[src/rtl/io_seg_display.sv]
// io_seg_display: DMEM I/O display consumer.
// Snapshots toss_cnt / egg_cnt / is_egg_break and converts both counts to
// 4-digit BCD with one shared shift-add-3 engine (toss first, then egg).
// It then scans the result over an 8-digit active-low seven-segment display.
// Optional build macro: IO_SEG_LZ_BLANK_EN blanks leading zeros in each group.

// Per-digit glyph decode; one instance per display digit.
module io_seg_digit (
   input  logic [3:0] val,
   input  logic       blank,
   input  logic       dp,
   output logic [7:0] seg
);
   logic [6:0] glyph;

   // active-low {g,f,e,d,c,b,a} pattern for a BCD value
   always_comb begin
      glyph = 7'h7F;
      case (val)
         4'd0:    glyph = 7'h40;
         4'd1:    glyph = 7'h79;
         4'd2:    glyph = 7'h24;
         4'd3:    glyph = 7'h30;
         4'd4:    glyph = 7'h19;
         4'd5:    glyph = 7'h12;
         4'd6:    glyph = 7'h02;
         4'd7:    glyph = 7'h78;
         4'd8:    glyph = 7'h00;
         4'd9:    glyph = 7'h10;
         default: glyph = 7'h7F;
      endcase
   end

   assign seg = {~dp, blank ? 7'h7F : glyph};
endmodule

module io_seg_display #(
   parameter int SCAN_DIV = 50000
) (
   input  logic        clk,
   input  logic        rst_n,
   input  logic [15:0] toss_cnt,
   input  logic [15:0] egg_cnt,
   input  logic [15:0] is_egg_break,
   output logic [7:0]  seg,
   output logic [7:0]  an,
   output logic        conv_busy
);
   localparam logic [1:0] S_IDLE   = 2'd0;
   localparam logic [1:0] S_CONV_A = 2'd1;
   localparam logic [1:0] S_CONV_B = 2'd2;
   localparam logic [1:0] S_COMMIT = 2'd3;

   localparam int               DIV_W    = (SCAN_DIV > 1) ? $clog2(SCAN_DIV) : 1;
   localparam logic [DIV_W-1:0] DIV_LAST = DIV_W'(SCAN_DIV - 1);

   // Values above 9999 would not fit in four BCD digits; show 9999 instead.
   function automatic logic [15:0] clamp9999(input logic [15:0] v);
      return (v > 16'd9999) ? 16'd9999 : v;
   endfunction

   // Add-3 correction applied to every BCD nibble of 5 or more before a shift.
   function automatic logic [15:0] add3(input logic [15:0] b);
      logic [15:0] r;
      r = b;
      for (int i = 0; i < 4; i++)
         if (r[i*4 +: 4] > 4'd4) r[i*4 +: 4] = r[i*4 +: 4] + 4'd3;
      return r;
   endfunction

   logic [1:0]      state;
   logic [3:0]      step;
   logic [15:0]     snap_t, snap_e, snap_b;
   logic            valid;
   logic [15:0]     bin_sr, bcd_sr, bcd_a;
   logic [15:0]     bcd_adj, bcd_next;
   logic [7:0][3:0] disp;
   logic            dp_flag;
   logic            start;
   logic [DIV_W-1:0] div;
   logic [2:0]      dig;
   logic [7:0]      blank;
   logic [7:0][7:0] seg_all;

   // A conversion is due when nothing has been shown yet or any input moved.
   assign start = !valid || (toss_cnt != snap_t) || (egg_cnt != snap_e) ||
                  (is_egg_break != snap_b);

   assign bcd_adj   = add3(bcd_sr);
   assign bcd_next  = {bcd_adj[14:0], bin_sr[15]};
   assign conv_busy = (state != S_IDLE);

   // Converter FSM: snapshot on start, 16 shifts for toss, 16 for egg, commit.
   always_ff @(posedge clk or negedge rst_n) begin
      if (!rst_n) begin
         state  <= S_IDLE;
         step   <= '0;
         snap_t <= '0;
         snap_e <= '0;
         snap_b <= '0;
         bin_sr <= '0;
         bcd_sr <= '0;
         bcd_a  <= '0;
      end else begin
         case (state)
            S_IDLE: begin
               if (start) begin
                  snap_t <= toss_cnt;
                  snap_e <= egg_cnt;
                  snap_b <= is_egg_break;
                  bin_sr <= clamp9999(toss_cnt);
                  bcd_sr <= '0;
                  step   <= '0;
                  state  <= S_CONV_A;
               end
            end
            S_CONV_A: begin
               step <= step + 4'd1;
               if (step == 4'd15) begin
                  // toss result is final; reuse the engine for egg
                  bcd_a  <= bcd_next;
                  bin_sr <= clamp9999(snap_e);
                  bcd_sr <= '0;
                  state  <= S_CONV_B;
               end else begin
                  bin_sr <= {bin_sr[14:0], 1'b0};
                  bcd_sr <= bcd_next;
               end
            end
            S_CONV_B: begin
               step   <= step + 4'd1;
               bin_sr <= {bin_sr[14:0], 1'b0};
               bcd_sr <= bcd_next;
               if (step == 4'd15) state <= S_COMMIT;
            end
            S_COMMIT: state <= S_IDLE;
            default:  state <= S_IDLE;
         endcase
      end
   end

   // Display registers only change on COMMIT so the scan never shows partial BCD.
   always_ff @(posedge clk or negedge rst_n) begin
      if (!rst_n) begin
         disp    <= '0;
         dp_flag <= 1'b0;
         valid   <= 1'b0;
      end else if (state == S_COMMIT) begin
         disp    <= {bcd_a, bcd_sr};
         dp_flag <= (snap_b != 16'd0);
         valid   <= 1'b1;
      end
   end

   // Free-running digit scan, independent of the converter.
   always_ff @(posedge clk or negedge rst_n) begin
      if (!rst_n) begin
         div <= '0;
         dig <= '0;
      end else if (div == DIV_LAST) begin
         div <= '0;
         dig <= dig + 3'd1;
      end else begin
         div <= div + 1'b1;
      end
   end

`ifdef IO_SEG_LZ_BLANK_EN
   // A digit blanks when it and all higher digits of its group are zero;
   // units digits (4 and 0) always show.
   always_comb begin
      blank    = '0;
      blank[7] = (disp[7] == 4'd0);
      blank[6] = blank[7] && (disp[6] == 4'd0);
      blank[5] = blank[6] && (disp[5] == 4'd0);
      blank[3] = (disp[3] == 4'd0);
      blank[2] = blank[3] && (disp[2] == 4'd0);
      blank[1] = blank[2] && (disp[1] == 4'd0);
   end
`else
   assign blank = '0;
`endif

   for (genvar i = 0; i < 8; i++) begin : g_dig
      io_seg_digit u_dig (
         .val   (disp[i]),
         .blank (blank[i]),
         .dp    ((i < 4) ? dp_flag : 1'b0),
         .seg   (seg_all[i])
      );
   end

   // Registered pin drivers; display stays dark until the first commit.
   always_ff @(posedge clk or negedge rst_n) begin
      if (!rst_n) begin
         seg <= 8'hFF;
         an  <= 8'hFF;
      end else if (!valid) begin
         seg <= 8'hFF;
         an  <= 8'hFF;
      end else begin
         seg <= seg_all[dig];
         an  <= ~(8'h01 << dig);
      end
   end
endmodule

[config.mk]
export PLATFORM = sky130hd
export DESIGN_NAME = io_seg_display
export DESIGN_NICKNAME = d
export VERILOG_FILES = /design/src/rtl/io_seg_display.sv
export SDC_FILE = /design/constraint.sdc
export NUM_CORES = 1
export LEC_CHECK = 0
export BUFFER_PORTS_ARGS = -buffer_cell sky130_fd_sc_hd__buf_2
export CAP_MARGIN = 20
export CORE_MARGIN = 2
export CORE_UTILIZATION = 50
export DETAILED_ROUTE_END_ITERATION = 7
export PLACE_DENSITY = 0.75
export SETUP_SLACK_MARGIN = 0.02
export SYNTH_ARGS = -nofsm -noshare
export SYNTH_HDL_FRONTEND = slang
export SYNTH_HIERARCHICAL = 1
export SYNTH_SLANG_ARGS = --single-unit
[constraint.sdc]
create_clock -name clk -period 2.3 [get_ports clk]
set_input_delay 0 -clock clk [delete_from_list [all_inputs] [get_ports clk]]
set_output_delay 0 -clock clk [all_outputs]
set_load 0.01 [all_outputs]
==> summary.md <==
| Metric | Value |
|---|---|
| Max-cap violations | `0` |
| Static Leak | `between 5 and 6 nW` |
| Non-Filler Instances | `between 1000 and 1500` |
| Mux contribution to synthesized area | `0.1330` |
| Max VDD drop | `0.0004396 V` |
| Post-Synth Simple-Gate Area | `0.1441` |
| Die Height | `147.7 um` |
| Placed cell area | `approximately 11000 um^2` |
| Top post-synthesis cells by area | `dfrtp_1 38%, mux2_2 8.8%, ha_1 7.0%, xnor2_1 4.4%, dfstp_2 4.1%` |
| Initial antenna violation count | `0` |
| Clock period minus worst slack | `roughly 2.2 ns` |
| Main flop type after synthesis | `dfrtp_1` |
| Top cell type's share of synthesized area | `0.3759` |
| Post-CTS Setup Bufs | `0` |
| Status | `completed` |
| Finished Cell Area | `12290 um^2` |
| Final Cycle Share | `0.9488` |
| Critical path's top delay family | `simple AND/OR/NAND/NOR gates` |
| DR DRC count | `0` |
| Vias per cell | `roughly 5.4` |
| GPL Wtd Cong | `slightly below 0.9` |
| Startpoint Class | `register` |
| Global-route wire length before repair | `about 38000 um` |
| Slew Limit Fails | `0` |
| Post-Syn Area | `10320 um^2` |
| Total GRT Usage | `0.2180` |
| Crit-path most repeated cell | `nand4_1` |
| Initial DRC Count | `approximately 420` |
| Syn_area_per_cell | `approximately 10 um^2` |
| DIE AREA | `21800 um^2` |
| Largest family of logic cells by synthesized area | `simple AND/OR/NAND/NOR gates` |
| Pwr/cell area | `~660 nW/um^2` |
| Xor and xnor area share after synthesis | `0.05942` |
| Row cnt | `52` |
| Drt first pass iters | `6` |
| Slew @ Worst Pin | `slightly above 0.5 ns` |
| CP cell instances | `xnor2_1, nand4_1, nor4_2, nand4_1, nand2_2, buf_12, mux2_2` |
| CP required | `2.62 ns` |
| Core Area | `20230 um^2` |
| Setup TNS | `0 ns` |
| Post-synthesis compound-gate area fraction | `0.1279` |
| Flops & latches, synth | `approximately 170` |
| CP max FO | `27` |
| Final Setup Violations | `0` |
| Cells after DPL | `1372` |
| CP max-delay cell | `dfrtp_1` |
| # diodes | `0` |
| Cell count after synthesis | `998` |
| Wire length per cell | `~16 um` |
| Worst path arrival time | `roughly 2.5 ns` |
| DRT Wirelength | `roughly 23000 um` |
| Die X | `approximately 150 um` |
| Fin worst setup slack | `around 0.12 ns` |
| CTS clk-pin slew, worst paths | `roughly 0.08 ns` |
| Reg2reg end | `snap_e[2]` |
| Final net count | `roughly 1300` |
| Setup WS pre-CTS | `-0.02315 ns` |
| Post-synth ARST share | `1.000` |
| Worst rel slew slack | `0.6640` |
| Vias in the first global route | `between 7000 and 8000` |
| Largest area contributor in the netlist | `dfrtp_1` |
| Unrepaired setup endpoints after global routing | `false` |
| Min-delay worst type | `input pin to asynchronous set/reset pin` |
| Share of layout cells above drive strength 1 | `0.2375` |
| Fmax | `between 400 and 500 MHz` |
| Reg-to-reg startpoint | `snap_b[3]` |
| CTS buffer count | `17` |
| R2R Setup Slk | `0.12 ns` |
| Port bufs | `66` |
| CTS tree | `done` |
| FF-to-FF path depth | `7` |
| Area Overhead vs Synth | `19.06%` |
| Commonest cells after routing, fill and taps aside | `155 x dfrtp_1, 84 x o21ai_0, 81 x mux2_2` |
| Tot Pwr | `about 8.1 mW` |
| Post-route ant nets | `0` |
| CP max stage delay | `a little over 0.4 ns` |
| Seq/Total Area, Yosys | `0.4166` |
| Crit. End Element | `register` |
| Yosys warns | `6` |
| Global route overflow | `0` |
| Maximum buffer depth of the clock tree | `2` |
| Largest net degree at the start of global routing | `53` |
| Final hold violation count | `0` |
| Vias | `around 7900` |
| Commonest non-fill, non-tap cell in the layout | `dfrtp_1` |
| Kind of critical path | `register to register` |
| DP HPWL | `between 15000 and 20000 um` |
| Clk_lat worst skew | `about 0.43 ns` |
| Final Skew | `around 0.012 ns` |
| Levels on crit path | `7` |
| Starting Density | `0.5100` |
| Root buffer selected by CTS | `clkbuf_16` |
| Sink Count | `~170` |
| CP Buf/Inv Count | `1` |
| Synth unique cells | `54` |
| Synth Area in Adders | `0.07033` |
| Htree depth | `4` |
| I/O Pins | `67` |
| Number of flops mapped to enable cells by yosys | `0` |
-- state kept, by name, indices dropped and copies added (netlist names) --
| name | count |
|---|---|
| disp | 32 |
| bcd_a | 16 |
| bcd_sr | 16 |
| bin_sr | 16 |
| div | 16 |
| snap_b | 16 |
| snap_e | 16 |
| snap_t | 16 |
| an | 8 |
| seg | 8 |
| step | 4 |
| dig | 3 |
| state | 2 |
| dp_flag | 1 |
| valid | 1 |
-- worst register-to-register path: cells and delay by family, from the launching register on --
family	cells	cell delay, ns
buffers and inverters	1	0.20
xor gates and xnor gates	1	0.28
DFF	1	0.41
and+or+nand+nor	4	0.82
muxes	1	0.37
-- stage by stage --
stage                     utilization  hold WS, ns
after floorplan                     -      -0.2956
after global placement         0.5521     -0.07239
after detailed placement       0.5521     -0.06993
after CTS                      0.6050      0.04925
after global routing           0.6072      0.07241
final                          0.6072      0.04338
-- cell usage after synthesis (16+ instances only) --
cell type,number
o21ai_0,84
inv_1,53
a21oi_1,75
clkbuf_1,23
mux2_2,81
dfrtp_1,155
xnor2_1,52
nand2_1,63
nand3_1,24
nor3_1,24
nand2b_1,28
dfstp_2,16
xor2_1,18
mux4_2,16
ha_1,58
nor2_1,47
-- cells by family (layout without fill, tap and decap cells) --
| family | count (synthesis) | in the layout |
|---|---|---|
| simple gates | 266 | 266 |
| compound gates | 224 | 224 |
| flops | 171 | 171 |
| mux | 106 | 106 |
| buf+inv | 102 | 228 |
| xor+xnor | 70 | 70 |
| fa+ha+maj | 58 | 58 |
| other cells | 1 | 60 |
-- final cells by class --
class,count,area (um^2)
Fill cell,1602,7949
Multi-Input combinational cell,784,5794
Sequential cell,171,4299
Timing Repair Buffer,141,1076
Clock buffer,17,425.4
Tap cell,270,337.8
Inverter,55,206.4
Clock inverter,15,146.4
-- power breakdown --
group          leakage, nW  internal [mW]  total, mW  switching [mW]
logic                 2.96          0.836       1.64           0.800
clock network        0.285           1.44       2.78            1.33
registers             2.10           3.30       3.70           0.398
total                 5.34           5.58       8.11            2.53
-- worst max path at each step --
stage,endpoint,start
after floorplan,bin_sr[10],state[0]
after global placement,bin_sr[3],snap_b[7]
after detailed placement,bin_sr[6],snap_b[7]
after CTS,snap_t[2],snap_b[7]
after global routing,snap_t[2],snap_b[7]
final,snap_e[2],snap_b[3]
-- routing by layer --
layer	up-vias	track usage	share of wire
li1	3830	-	-
met1	3802	0.2835	0.44
met2	225	0.3681	0.50
met3	37	0.04784	0.044
met4	0	0.06250	0.020
met5	-	0	0
-- timing repair --
item / CTS / global route
resized for setup: 2 / 9
hold endpoints to repair: 203 / 0
endpoints found under the setup margin: 45 / 57
hold buffers: 49 / 0
Power figures use the tool's default switching activity.
